**src/rtl/bomb_sequencer_if.sv**
```systemverilog
// Bomb sequencer bus: key-decode inputs, block-map write handshake and status outputs.
interface bomb_sequencer_if;
    localparam int unsigned COL_W  = 6;
    localparam int unsigned ROW_W  = 5;
    localparam int unsigned ADDR_W = 10;

    logic              place_req;
    logic [COL_W-1:0]  bm_col;
    logic [ROW_W-1:0]  bm_row;
    logic              blk_wr_gnt;
    logic              bomb_active;
    logic [COL_W-1:0]  bomb_col;
    logic [ROW_W-1:0]  bomb_row;
    logic              exp_active;
    logic              exp_start;
    logic              post_exp_active;
    logic              blk_we;
    logic [ADDR_W-1:0] blk_w_addr;
    logic              busy;

    // Sequencer side
    modport master (
        input  place_req, bm_col, bm_row, blk_wr_gnt,
        output bomb_active, bomb_col, bomb_row, exp_active, exp_start,
               post_exp_active, blk_we, blk_w_addr, busy
    );

    // Arena side (key decode, sprites, block map)
    modport slave (
        output place_req, bm_col, bm_row, blk_wr_gnt,
        input  bomb_active, bomb_col, bomb_row, exp_active, exp_start,
               post_exp_active, blk_we, blk_w_addr, busy
    );
endinterface

```
**src/rtl/bomb_sequencer.sv**
```systemverilog
// Single-bomb life cycle: place, fuse, tile clear over the block-map write port,
// explosion display, post-explosion lockout.
module bomb_sequencer #(
    parameter int unsigned ARENA_COLS  = 33,
    parameter int unsigned ARENA_ROWS  = 27,
    parameter int unsigned FUSE_CYCLES = 150000000,
    parameter int unsigned EXP_CYCLES  = 50000000,
    parameter int unsigned POST_CYCLES = 25000000,
    parameter int unsigned CNT_W       = 28
) (
    input  logic                  clk,
    input  logic                  reset,
    bomb_sequencer_if.master      bus
);

    localparam int unsigned COL_W  = 6;
    localparam int unsigned ROW_W  = 5;
    localparam int unsigned CX_W   = COL_W + 1;
    localparam int unsigned RX_W   = ROW_W + 1;
    localparam int unsigned ADDR_W = 10;
    localparam int unsigned IDX_W  = 3;
    localparam int unsigned NTGT   = 8;

    // Target order: 0 center, 1 up, 2 right, 3 down, 4 left; 5..7 never valid
    typedef enum logic [2:0] {
        S_IDLE    = 3'd0,
        S_FUSE    = 3'd1,
        S_CLEAR   = 3'd2,
        S_EXPLODE = 3'd3,
        S_POST    = 3'd4
    } state_e;

    state_e              state_q, state_d;
    logic [CNT_W-1:0]    cnt_q, cnt_d;
    logic [COL_W-1:0]    bomb_col_q, bomb_col_d;
    logic [ROW_W-1:0]    bomb_row_q, bomb_row_d;
    logic [IDX_W-1:0]    tgt_idx_q, tgt_idx_d;
    logic [ADDR_W-1:0]   blk_w_addr_q, blk_w_addr_d;
    logic                blk_we_q, blk_we_d;
    logic                exp_start_q, exp_start_d;
    logic                bomb_active_q, bomb_active_d;
    logic                exp_active_q, exp_active_d;
    logic                post_exp_active_q, post_exp_active_d;
    logic                busy_q, busy_d;

    logic [NTGT-1:0]     tgt_valid;
    logic [ADDR_W-1:0]   tgt_addr [NTGT];
    logic [CX_W-1:0]     col_x;
    logic [RX_W-1:0]     row_x;
    logic                first_found;
    logic [IDX_W-1:0]    first_idx;
    logic                nxt_found;
    logic [IDX_W-1:0]    nxt_idx;

    function automatic logic col_ok(input logic [CX_W-1:0] c);
        return c < CX_W'(ARENA_COLS);
    endfunction

    function automatic logic row_ok(input logic [RX_W-1:0] r);
        return r < RX_W'(ARENA_ROWS);
    endfunction

    function automatic logic [ADDR_W-1:0] addr_of(input logic [CX_W-1:0] c,
                                                  input logic [RX_W-1:0] r);
        return ADDR_W'(r) * ADDR_W'(ARENA_COLS) + ADDR_W'(c);
    endfunction

    // Cross geometry around the latched bomb tile; up/left guarded before subtracting
    always_comb begin
        tgt_valid = '0;
        for (int i = 0; i < int'(NTGT); i++) begin
            tgt_addr[i] = '0;
        end
        col_x = {1'b0, bomb_col_q};
        row_x = {1'b0, bomb_row_q};

        tgt_valid[0] = col_ok(col_x) && row_ok(row_x);
        tgt_addr[0]  = addr_of(col_x, row_x);

        tgt_valid[1] = (bomb_row_q != '0) && col_ok(col_x) && row_ok(row_x - RX_W'(1));
        tgt_addr[1]  = addr_of(col_x, row_x - RX_W'(1));

        tgt_valid[2] = col_ok(col_x + CX_W'(1)) && row_ok(row_x);
        tgt_addr[2]  = addr_of(col_x + CX_W'(1), row_x);

        tgt_valid[3] = col_ok(col_x) && row_ok(row_x + RX_W'(1));
        tgt_addr[3]  = addr_of(col_x, row_x + RX_W'(1));

        tgt_valid[4] = (bomb_col_q != '0) && col_ok(col_x - CX_W'(1)) && row_ok(row_x);
        tgt_addr[4]  = addr_of(col_x - CX_W'(1), row_x);
    end

    // First valid target, and next valid target after the one being written
    always_comb begin
        first_found = 1'b0;
        first_idx   = '0;
        nxt_found   = 1'b0;
        nxt_idx     = '0;
        for (int j = int'(NTGT) - 1; j >= 0; j--) begin
            if (tgt_valid[j]) begin
                first_found = 1'b1;
                first_idx   = IDX_W'(j);
            end
            if (tgt_valid[j] && (j > int'(tgt_idx_q))) begin
                nxt_found = 1'b1;
                nxt_idx   = IDX_W'(j);
            end
        end
    end

    // Next-state, counter and registered-output computation
    always_comb begin
        state_d      = state_q;
        cnt_d        = cnt_q;
        bomb_col_d   = bomb_col_q;
        bomb_row_d   = bomb_row_q;
        tgt_idx_d    = tgt_idx_q;
        blk_w_addr_d = blk_w_addr_q;
        blk_we_d     = 1'b0;
        exp_start_d  = 1'b0;

        case (state_q)
            S_IDLE: begin
                if (bus.place_req) begin
                    bomb_col_d = bus.bm_col;
                    bomb_row_d = bus.bm_row;
                    cnt_d      = CNT_W'(FUSE_CYCLES - 1);
                    state_d    = S_FUSE;
                end
            end
            S_FUSE: begin
                if (cnt_q == '0) begin
                    exp_start_d = 1'b1;
                    if (first_found) begin
                        tgt_idx_d    = first_idx;
                        blk_w_addr_d = tgt_addr[first_idx];
                        blk_we_d     = 1'b1;
                        state_d      = S_CLEAR;
                    end else begin
                        cnt_d   = CNT_W'(EXP_CYCLES - 1);
                        state_d = S_EXPLODE;
                    end
                end else begin
                    cnt_d = cnt_q - CNT_W'(1);
                end
            end
            S_CLEAR: begin
                // Request and address hold until a grant completes the write
                blk_we_d = 1'b1;
                if (bus.blk_wr_gnt) begin
                    if (nxt_found) begin
                        tgt_idx_d    = nxt_idx;
                        blk_w_addr_d = tgt_addr[nxt_idx];
                    end else begin
                        blk_we_d = 1'b0;
                        cnt_d    = CNT_W'(EXP_CYCLES - 1);
                        state_d  = S_EXPLODE;
                    end
                end
            end
            S_EXPLODE: begin
                if (cnt_q == '0) begin
                    cnt_d   = CNT_W'(POST_CYCLES - 1);
                    state_d = S_POST;
                end else begin
                    cnt_d = cnt_q - CNT_W'(1);
                end
            end
            S_POST: begin
                if (cnt_q == '0) begin
                    state_d = S_IDLE;
                end else begin
                    cnt_d = cnt_q - CNT_W'(1);
                end
            end
            default: begin
                state_d = S_IDLE;
            end
        endcase

        bomb_active_d     = (state_d == S_FUSE);
        exp_active_d      = (state_d == S_CLEAR) || (state_d == S_EXPLODE);
        post_exp_active_d = (state_d == S_POST);
        busy_d            = (state_d != S_IDLE);
    end

    // State and output registers
    always_ff @(posedge clk or posedge reset) begin
        if (reset) begin
            state_q           <= S_IDLE;
            cnt_q             <= '0;
            bomb_col_q        <= '0;
            bomb_row_q        <= '0;
            tgt_idx_q         <= '0;
            blk_w_addr_q      <= '0;
            blk_we_q          <= 1'b0;
            exp_start_q       <= 1'b0;
            bomb_active_q     <= 1'b0;
            exp_active_q      <= 1'b0;
            post_exp_active_q <= 1'b0;
            busy_q            <= 1'b0;
        end else begin
            state_q           <= state_d;
            cnt_q             <= cnt_d;
            bomb_col_q        <= bomb_col_d;
            bomb_row_q        <= bomb_row_d;
            tgt_idx_q         <= tgt_idx_d;
            blk_w_addr_q      <= blk_w_addr_d;
            blk_we_q          <= blk_we_d;
            exp_start_q       <= exp_start_d;
            bomb_active_q     <= bomb_active_d;
            exp_active_q      <= exp_active_d;
            post_exp_active_q <= post_exp_active_d;
            busy_q            <= busy_d;
        end
    end

    assign bus.bomb_active     = bomb_active_q;
    assign bus.bomb_col        = bomb_col_q;
    assign bus.bomb_row        = bomb_row_q;
    assign bus.exp_active      = exp_active_q;
    assign bus.exp_start       = exp_start_q;
    assign bus.post_exp_active = post_exp_active_q;
    assign bus.blk_we          = blk_we_q;
    assign bus.blk_w_addr      = blk_w_addr_q;
    assign bus.busy            = busy_q;

endmodule

```
**src/flat_wrapper.sv**
```systemverilog
// flat-port wrapper written by rule: the top's interface ports become plain ports
module bomb_sequencer_flat 
#(
    parameter int unsigned ARENA_COLS  = 33,
    parameter int unsigned ARENA_ROWS  = 27,
    parameter int unsigned FUSE_CYCLES = 150000000,
    parameter int unsigned EXP_CYCLES  = 50000000,
    parameter int unsigned POST_CYCLES = 25000000,
    parameter int unsigned CNT_W       = 28
)
  (clk, reset, bus_place_req, bus_bm_col, bus_bm_row, bus_blk_wr_gnt, bus_bomb_active, bus_bomb_col, bus_bomb_row, bus_exp_active, bus_exp_start, bus_post_exp_active, bus_blk_we, bus_blk_w_addr, bus_busy);
  bomb_sequencer_if bus_i ();
  input  logic clk;
  input  logic reset;
  input wire logic [$bits(bus_i.place_req)-1:0] bus_place_req;
  input wire logic [$bits(bus_i.bm_col)-1:0] bus_bm_col;
  input wire logic [$bits(bus_i.bm_row)-1:0] bus_bm_row;
  input wire logic [$bits(bus_i.blk_wr_gnt)-1:0] bus_blk_wr_gnt;
  output wire logic [$bits(bus_i.bomb_active)-1:0] bus_bomb_active;
  output wire logic [$bits(bus_i.bomb_col)-1:0] bus_bomb_col;
  output wire logic [$bits(bus_i.bomb_row)-1:0] bus_bomb_row;
  output wire logic [$bits(bus_i.exp_active)-1:0] bus_exp_active;
  output wire logic [$bits(bus_i.exp_start)-1:0] bus_exp_start;
  output wire logic [$bits(bus_i.post_exp_active)-1:0] bus_post_exp_active;
  output wire logic [$bits(bus_i.blk_we)-1:0] bus_blk_we;
  output wire logic [$bits(bus_i.blk_w_addr)-1:0] bus_blk_w_addr;
  output wire logic [$bits(bus_i.busy)-1:0] bus_busy;
  assign bus_i.place_req = bus_place_req;
  assign bus_i.bm_col = bus_bm_col;
  assign bus_i.bm_row = bus_bm_row;
  assign bus_i.blk_wr_gnt = bus_blk_wr_gnt;
  assign bus_bomb_active = bus_i.bomb_active;
  assign bus_bomb_col = bus_i.bomb_col;
  assign bus_bomb_row = bus_i.bomb_row;
  assign bus_exp_active = bus_i.exp_active;
  assign bus_exp_start = bus_i.exp_start;
  assign bus_post_exp_active = bus_i.post_exp_active;
  assign bus_blk_we = bus_i.blk_we;
  assign bus_blk_w_addr = bus_i.blk_w_addr;
  assign bus_busy = bus_i.busy;
  bomb_sequencer #(.ARENA_COLS(ARENA_COLS), .ARENA_ROWS(ARENA_ROWS), .FUSE_CYCLES(FUSE_CYCLES), .EXP_CYCLES(EXP_CYCLES), .POST_CYCLES(POST_CYCLES), .CNT_W(CNT_W)) u_core (.clk(clk), .reset(reset), .bus(bus_i));
endmodule
```
**config.mk**
```make
export PLATFORM = sky130hd
export DESIGN_NAME = bomb_sequencer_flat
export DESIGN_NICKNAME = d
export VERILOG_FILES = /design/src/rtl/bomb_sequencer_if.sv /design/src/rtl/bomb_sequencer.sv /design/src/flat_wrapper.sv
export SDC_FILE = /design/constraint.sdc
export NUM_CORES = 1
export LEC_CHECK = 0
export ABC_AREA = 1
export CAP_MARGIN = 40
export CORE_AREA = 3 3 108 120
export CTS_CLUSTER_DIAMETER = 120
export DETAILED_ROUTE_END_ITERATION = 10
export DIE_AREA = 0 0 111 123
export PLACE_DENSITY_LB_ADDON = 0.08
export SYNTH_ARGS = -nofsm -noshare
export SYNTH_HDL_FRONTEND = slang
export SYNTH_SLANG_ARGS = --single-unit
```
**constraint.sdc**
```tcl
create_clock -name clk -period 4.5 [get_ports clk]
set_input_delay 1.125 -clock clk [delete_from_list [all_inputs] [get_ports clk]]
set_output_delay 1.125 -clock clk [all_outputs]
set_load 0.01 [all_outputs]
```
# Word-level counts from Yosys, hierarchy flattened
# Index checks and enable logic that the tools add are counted.
[totals]
ff_bits = 61
in_bits = 15
out_inout_bits = 27
[op_classes]
addsub = 10
multipliers = 3
magnitude_cmp = 12
n_eq_ne = 16
n_mux = 57
n_bitwise = 2
reduce_logical = 22
[ops]
columns = ["cell", "n"]
rows = [
  ["$mux 28", 7],
  ["$pmux 28 s5", 1],
  ["$mux 10", 8],
  ["$bmux 10 s3", 2],
  ["$mux 3", 19],
  ["$add 10x6->10", 3],
  ["$logic_not 28->1", 1],
  ["$sub 28x1->28 const B", 1],
  ["$add 10x7->10", 2],
  ["$mul 6x6->10 const B", 2],
  ["$pmux 10 s2", 1],
  ["$mux 1", 16],
  ["$pmux 3 s5", 1],
  ["$lt 7x6->1 const B", 2],
  ["$eq 3x2->1 const B", 4],
  ["$lt 6x5->1 const B", 2],
  ["$logic_and 1x1->1", 11],
  ["$mul 5x6->10 const B", 1],
  ["$reduce_bool 5->1", 2],
  ["$ge 4x4->1 const B", 2],
  ["$ne 2x2->1 const B", 4],
  ["$not 3->4", 2],
  ["$add 6x1->7 const B", 1],
  ["$sub 6x1->7 const B", 1],
  ["other kinds (21)", 26],
]

# Logic depth before layout (Yosys ltp)
# Gate-level depths: netlist of run 1.
[logic_depth]
ltp_word = 16
mapped_depth = 21
mapped_depth_nobuf = 21

# Worst setup path before layout of run 1
# No wires, ideal clock.
[synth_path]
path_type = "reg-to-reg"
start = "register u_core.bomb_row_q[1] (netlist: u_core.bus.bomb_row[1])"
end = "register u_core.blk_w_addr_q[9] (netlist: u_core.bus.blk_w_addr[9])"
setup_ns = 0.117
t_arrival_ns = 3.125
slack_ns = 1.258
stages_incl_launch_ff = 19
path_buffers = 0
period_less_slack_ns = 3.242
path_cell_list = "dfrtp_1 inv_1 ha_1 inv_1 ha_1 ha_1 fa_1 a21oi_1 o21ai_0 nand3_1 nand2_1 xnor2_1 nand2_1 nand3_1 nand2_1 nand2_1 nand3_1 nand2_1 nand2_1"
[synth_via]
elab_chain_cells = 14
elab_cells_between_ends = 58
[synth_rtl]
columns = ["item", "line", "text"]
rows = [
  ["start, declared", "bomb_sequencer.sv:36", "logic [ROW_W-1:0] bomb_row_q, bomb_row_d;"],
  ["start signal, assigned", "bomb_sequencer.sv:206", "bomb_row_q <= bomb_row_d;"],
  ["parallel branches: the longest is 14 deep, another holds $mul 6x6->10", "--", ""],
  ["end signal, assigned", "bomb_sequencer.sv:208", "blk_w_addr_q <= blk_w_addr_d;"],
  ["end, declared", "bomb_sequencer.sv:38", "logic [ADDR_W-1:0] blk_w_addr_q, blk_w_addr_d;"],
]
# Parallel ways; which one is timed is not known. The select of a mux whose other input is x is not followed.
# A chain may end at the register's enable or synchronous reset.

# Worst setup path after layout of run 1
# Ends and elaborated chain as after synthesis.

==> summary.md, run 1 <==
| Metric | Value |
|---|---|
| Status | finished, final reports clean |
| RR Startpoint | u_core.bus.bomb_row[1] |
| Max-slew headroom | 49.1% |
| Pre-CTS setup slack | 899 ps |
| GPL Wtd Cong | 1.00 |
| Required time worst endpoint | 4730 ps |
| Hold Fails Final Rpt | 0 |
| Maximum root-to-sink buffer count | 2 |
| CP Launch Type | flop |
| Antenna violations before repair | 0 |
| Largest net degree at the start of global routing | 33 |
| Clock latency on the worst-skew pair | 340 ps |
| Total setup buffers inserted after CTS | 0 |
| Sequential area share after synthesis | 21.8% |
| Syn_nets | 1173 |
| Die Ht | ~120 um |
| Synth Register Bits | 61 |
| GR Util All Layers | between 30% and 40% |
| Cts-stage hold buffer count | 0 |
| Num ports | 42 |
| Max VDD drop | approximately 0.19 mV |
| Ys Warns | 0 |
| Chip width | 111 um |
| Arrival @ worst endpoint | ~3900 ps |
| Endpoint type of the worst setup path | flop |
| Dpl cell area | 7540 um^2 |
| Routed len/inst | 16.6 um |
| Netlist Area Pre-Place | 7010 um^2 |
| Compound-gate portion of the synthesized area | 11.2% |
| Wirelength, routed | 21500 um |
| Routed via count | approximately 7400 |
| RSZ-0062 raised after global routing | no |
| CTS tree | yes |
| Clk slew on worst S/H paths | about 60 ps |
| Post-cts sizing count | 0 |
| Vias/cell | 5.68 |
| Num CTS Buffers | 9 |
| CP startpoint | u_core.bus.bomb_row[1] |
| Worst setup path class | flop to flop |
| FP Rows | 42 |
| Main combinational cell family by area after synthesis | simple AND/OR/NAND/NOR gates |
| Initial DRC count | between 700 and 800 |
| Fmax | 274 MHz |
| Port bufs | 41 |
| CTS root buffer | clkbuf_16 |
| Worst-Margin Slew | around 760 ps |
| Min-Delay Path Class | flop to flop |
| HP Start | u_core.bus.blk_w_addr[1] |
| Setup violators final | 0 |
| Max_cap viols | 0 |
| Syn-to-layout area delta | 12.2% |
| Post-route setup slack | ~850 ps |
| Initial Util | roughly three fifths |
| Post-route DRC violation count | 0 |
| Post-DP HPWL | between 15000 and 20000 um |
| Final Power | 1.34 mW |
| Minimum clock period | 3650 ps |
| Final Max Slew Viols | 0 |
| Post-Synthesis Cells | 1099 |
| H-Tree Depth | 3 |
| Post-route ant nets | 0 |
| Tcrit/Tclk final | 81.1% |
| Clk_skew | ~10 ps |
| Cell area power density | ~170 nW/um^2 |
| Share of post-route cells with drive strength above 1 | 7.62% |
| GRT overflow | 0 |
| Adder-cell share of the synthesized area | 11.1% |
| First-pass GRT wire length | approximately 35000 um |
| Core Box Area | 11900 um^2 |
| Post-synthesis mux area share | 0% |
| Avg Inst Size Synth | 6.38 um^2 |
| Xor/xnor share of the synthesized area | 7.00% |
| Setup TNS | 0 ps |
| Clock net sink count | 61 |
| Vias in the first global route | 6905 |
| Synth Area in Simple Gates | 39.5% |
| Pre-antenna DRT Iters | 5 |
| Async set-or-reset flop fraction in the synthesized netlist | 100% |
| Synth Flop Type | dfrtp_1 |
| Antenna Cells | 0 |
| Final #Nets | 1211 |
| Post-synth cell types | between 40 and 50 |
| Design Area, Final | around 8000 um^2 |
| P_leak | 4.21 nW |
| EDFF count, synth | 0 |
| Die Footprint | 13700 um^2 |
| Critical-path maximum fanout | 14 |
-- layout by cell type (no fill, tap or decap), drive strengths merged, types with 3 or more instances in the layout --
cell / n
a21oi: 58
a31oi: 4
buf: 10
clkbuf: 9
clkdlybuf4s50: 41
clkinv: 4
dfrtp: 61
fa: 5
ha: 54
inv: 131
nand2: 318
nand3: 113
nand3b: 7
nand4: 25
nor2: 152
nor3: 10
nor4: 6
o211ai: 5
o21ai: 55
o21bai: 3
xnor2: 14
xor2: 42
-- cells by family (layout without fill, tap and decap cells) --
| kind of cell | Yosys count | in the layout |
|---|---|---|
| adders and majority gates | 59 | 59 |
| AOI/OAI and AO/OA | 134 | 134 |
| and+or+nand+nor | 632 | 632 |
| xor gates and xnor gates | 56 | 56 |
| buffers and inverters | 156 | 199 |
| other | 1 | 1 |
| DFF | 61 | 61 |
-- state kept, by name, summed over array words and instances, names as in the netlist --
| name | flops |
|---|---|
| u_core.cnt_q | 28 |
| u_core.bus.blk_w_addr | 10 |
| u_core.bus.bomb_col | 6 |
| u_core.bus.bomb_row | 5 |
| u_core.state_q | 3 |
| u_core.tgt_idx_q | 3 |
| u_core.bus.blk_we | 1 |
| u_core.bus.bomb_active | 1 |
| u_core.bus.busy | 1 |
| u_core.bus.exp_active | 1 |
| u_core.bus.exp_start | 1 |
| u_core.bus.post_exp_active | 1 |
-- through the flow --
| stage | utilization, % | instances | hold WS (ps) |
|---|---|---|---|
| final | 65.9 | 1296 | 485 |
| after global routing | 65.9 | 1296 | 543 |
| after CTS | 65.9 | 1296 | 490 |
| after detailed placement | 63.2 | 1280 | 473 |
| after global placement | 63.0 | 1279 | 474 |
| after floorplan | - | 1099 | 471 |
-- worst max-delay path: stages, from the launching register on --
cell	delay (ps)
dfrtp_1	680
inv_1	280
ha_1	410
inv_1	80
ha_1	280
ha_1	240
fa_1	440
a21oi_1	150
o21ai_0	130
nand3_1	100
nand2_1	60
xnor2_1	180
nand2_1	70
nand3_1	110
nand2_1	60
nand2_1	60
nand3_1	70
nand2_1	100
nand2_1	40
-- routing by layer --
metal  global-route usage, %  vias up  part of all wire [%]
li1                        -     3652                     -
met3                    3.82       74                   6.6
met1                    40.0     3300                    41
met5                       0        -                     0
met4                    19.6        0                   5.8
met2                    53.8      337                    47
-- layout make-up --
cell class                 count  area (um^2)
sequential                    61         1530
timing repair buffer          51          498
clock buffer                   9          225
multi-input combinational    882         4820
inverter                     132          495
fill                        1124         4070
clock inverter                 7         97.6
tap                          154          193
-- power by group --
group	switching (mW)	total, mW	internal [mW]
clock network	0.279	0.765	0.487
registers	0	0.549	0.549
logic	0.0155	0.0293	0.0138
-- synthesized netlist by cell type (2+ instances only) --
master	number	share of area, %
a21boi_0	2	0.21
a21oi_1	57	4.1
a31oi_1	4	0.36
buf_2	6	0.43
buf_4	5	0.54
buf_6	6	0.96
clkbuf_1	7	0.38
clkinv_1	2	0.11
dfrtp_1	61	22
fa_1	5	1.4
ha_1	54	9.6
inv_1	117	6.3
inv_2	13	0.70
nand2_1	305	16
nand2_2	12	1.1
nand3_1	110	7.9
nand3_2	2	0.29
nand3b_1	6	0.64
nand4_1	24	2.1
nor2_1	138	7.4
nor2_2	9	0.80
nor2_4	5	0.80
nor3_1	9	0.64
nor4_1	6	0.54
o211ai_1	5	0.54
o21ai_0	34	2.4
o21ai_1	10	0.71
o21ai_2	10	1.2
o21bai_1	3	0.32
o31ai_1	2	0.21
xnor2_1	14	1.8
xor2_1	42	5.2
-- path summary, 6_finish.rpt --
check                      depth (start not counted)  slack (ps)                  endpoint
min in group asynchronous                          2        1040    u_core.bus.bomb_row[2]
setup / recovery                                  18         850  u_core.bus.blk_w_addr[9]
max in group asynchronous                          4        2650          u_core.cnt_q[19]
hold reg to reg                                    2         480  u_core.bus.blk_w_addr[1]
setup reg to reg                                  18         850  u_core.bus.blk_w_addr[9]
hold / removal                                     2         480  u_core.bus.blk_w_addr[1]
Note: power is estimated with default switching activity, not from simulation.
==> run 2, diff against run 1 <==
--- a/config.mk
+++ b/config.mk
@@ -7,10 +7,10 @@
 export LEC_CHECK = 0
 export ABC_AREA = 1
 export CAP_MARGIN = 40
-export CORE_AREA = 3 3 108 120
+export CORE_AREA = 3 3 111 124
 export CTS_CLUSTER_DIAMETER = 120
 export DETAILED_ROUTE_END_ITERATION = 10
-export DIE_AREA = 0 0 111 123
+export DIE_AREA = 0 0 114 127
 export PLACE_DENSITY_LB_ADDON = 0.08
 export SYNTH_ARGS = -nofsm -noshare
 export SYNTH_HDL_FRONTEND = slang
==> constraint.sdc (replaced) <==
create_clock -name clk -period 3.15 [get_ports clk]
set_input_delay 0.7875 -clock clk [delete_from_list [all_inputs] [get_ports clk]]
set_output_delay 0.7875 -clock clk [all_outputs]
set_load 0.01 [all_outputs]
==> summary.md, run 2 (synthesis results as in run 1) <==
| Metric | Value |
|---|---|
| Final #Nets | 1238 (+2.2%) |
| RR Startpoint | u_core.bus.bomb_row[0] |
| H-Tree Depth | 3 (unchanged) |
| Final core utilization | 64.7% (-1.2 points) |
| GRT overflow | 0 (unchanged) |
| Most frequent cells in the layout | nand2_1 (305), nor2_1 (138), inv_1 (115) |
| Required time worst endpoint | 3380 ps (-1350 ps) |
| Clock net sink count | 61 (unchanged) |
| RSZ-0062 raised after global routing | yes |
| Minimum clock period | 2950 ps (-696 ps) |
| Post-DP HPWL | 17300 um (+4.6%) |
| CP cell instances | inv_4 > ha_4 > nand3_1 > nand2_1 > nand2_2 > ha_1 > ha_1 > inv_1 > o21ai_0 > a21oi_1 > nand2_1 > xnor2_2 > inv_1 > nand2_1 > nand2_1 > nor2_1 > nor2_1 > nor2_1 > a21oi_1 |
| Max-slew headroom | 49.1% (about the same) |
| Fmax | 339 MHz (+24%) |
| Maximum root-to-sink buffer count | 2 (unchanged) |
| Flip-flop count of the largest register after layout | 28 (unchanged) |
| Vias in the first global route | 6873 (-0.46%) |
| Number of fill cells in the layout | 1219 (+8.5%) |
| Antenna Cells | 0 (unchanged) |
| Chip width | 114 um (+2.7%) |
| RR Endpoint | u_core.bus.blk_w_addr[7] |
| Clk slew on worst S/H paths | 60 ps (about the same) |
| Biggest register | u_core.cnt_q |
| GR Util All Layers | 31.0% (-1.1 points) |
| Hold Fails Final Rpt | 0 (unchanged) |
| Hold EP | u_core.bus.blk_w_addr[1] |
| Post-route ant nets | 0 (unchanged) |
| Max VDD drop | 0.338 mV (+77%) |
| Pre-CTS setup slack | 41.6 ps (-857 ps) |
| Num CTS Buffers | 9 (unchanged) |
| Critical-path maximum fanout | 6 (-8) |
| Status | finished, final reports clean |
| Pre-antenna DRT Iters | 6 (+1) |
| HP Start | u_core.bus.blk_w_addr[1] |
| Arrival @ worst endpoint | 3180 ps (-700 ps) |
| Die Footprint | 14500 um^2 (+6.0%) |
| Endpoint type of the worst setup path | flop |
| GPL Wtd Cong | 0.978 (-2.6%) |
| Num ports | 42 (unchanged) |
| Max_cap viols | 0 (unchanged) |
| Largest net degree at the start of global routing | 62 (+88%) |
| Clk_skew | 10.1 ps (-0.324 ps) |
| First-pass GRT wire length | 35600 um (+1.7%) |
| Routed len/inst | 16.7 um (+0.56%) |
| Syn-to-layout area delta | 16.3% |
| Initial Util | 55.7% (-3.1 points) |
| Share of post-route cells with drive strength above 1 | 11.0% (+3.4 points) |
| Core Box Area | 12600 um^2 (+5.5%) |
| Setup TNS | 0 ps (unchanged) |
| Cts-stage hold buffer count | 0 (unchanged) |
| Vias/cell | 5.60 (-1.4%) |
| Setup violators final | 0 (unchanged) |
| Reg2reg setup slack | 200 ps (-650 ps) |
| CTS root buffer | clkbuf_16 |
| Worst-Margin Slew | 756 ps (-1.23 ps) |
| Worst hold path depth | 2 (unchanged) |
| Worst setup path class | flop to flop |
| Most common cell after layout, fill and taps aside | nand2_1 |
| Min-Delay Path Class | flop to flop |
| FP Rows | 43 (+2.4%) |
| Final Max Slew Viols | 0 (unchanged) |
| Port bufs | 41 (unchanged) |
| CP Launch Type | flop |
| Wirelength, routed | 22200 um (+2.9%) |
| Largest stage delay, worst path | 420 ps (-260 ps) |
| Final hold slack | 474 ps (-10.4 ps) |
| P_leak | 4.34 nW (+3.0%) |
| Worst reg2reg path depth | 19 (+1) |
| CTS tree | yes |
| Clock latency on the worst-skew pair | 340 ps (about the same) |
| Die Ht | 127 um (+3.3%) |
| Post-route DRC violation count | 0 (unchanged) |
| Initial DRC count | 754 (+4.6%) |
| Slowest cell on crit path | dfrtp_1 |
| Routed via count | 7431 (+0.92%) |
| CP most frequent cell | nand2_1 |
| Cell area power density | 224 nW/um^2 (+31%) |
| Antenna violations before repair | 0 (unchanged) |
| Tcrit/Tclk final | 93.7% (+13 points) |
| Post-route setup slack | 197 ps (-654 ps) |
[run 2: cell type report]
class	count	area, um^2	area share [%]
inverter	132	503	6.17
timing repair buffer	78	704	8.65
sequential	61	1530	18.8
tap	157	196	2.41
clock inverter	7	72.6	0.891
multi-input combinational	882	4920	60.4
clock buffer	9	225	2.76
[run 2: routing by layer]
layer | global-route usage (%) | vias up | part of all wire (%)
met2 | 51.7 | 266 | 47
met1 | 39.8 | 3404 | 43
met4 | 13.5 | 0 | 4.7
met5 | 0 | - | 0
li1 | - | 3695 | -
met3 | 4.88 | 66 | 5.4
[run 2: report_power, final]
group	switching (mW)	leakage [nW]	total [mW]	internal [mW]
registers	0	0.723	0.784	0.784
clock network	0.384	0.142	0.998	0.614
logic	0.0223	3.47	0.0417	0.0194
total	0.406	4.34	1.82	1.42
[run 2: through the flow]
stage	cells	instance area, um^2	power, mW
floorplan	1099	7010	0.812
global placement	1307	7720	0.840
detailed placement	1307	7720	0.840
CTS	1323	8020	1.84
global route	1326	8150	1.88
finish	1326	8150	1.82
[run 2: worst max-delay path by stage]
stage | from | to | slack, ps | cells after the start
after global routing | u_core.bus.bomb_row[0] | u_core.bus.blk_w_addr[7] | -30 | 19
after detailed placement | u_core.bus.bomb_row[1] | u_core.bus.blk_w_addr[9] | 40 | 18
after CTS | u_core.bus.bomb_row[1] | u_core.bus.blk_w_addr[9] | 30 | 18
final | u_core.bus.bomb_row[0] | u_core.bus.blk_w_addr[7] | 200 | 19
after floorplan | u_core.bus.bomb_row[0] | u_core.bus.blk_w_addr[9] | 80 | 18
after global placement | u_core.bus.bomb_row[1] | u_core.bus.blk_w_addr[9] | 120 | 18
[run 2: what timing repair did]
item,4_1_cts,5_1_grt
buffers inserted,0,3
resized for setup,0,22
setup endpoints to repair,0,13
endpoints found under the hold margin,0,0
[run 2: critical path, delay by kind of cell, from the launching register on]
| family | cells | cell delay (ps) |
|---|---|---|
| compound gates | 3 | 330 |
| xor+xnor | 1 | 260 |
| fa+ha+maj | 3 | 780 |
| buf+inv | 3 | 350 |
| flops | 1 | 420 |
| simple gates | 9 | 710 |
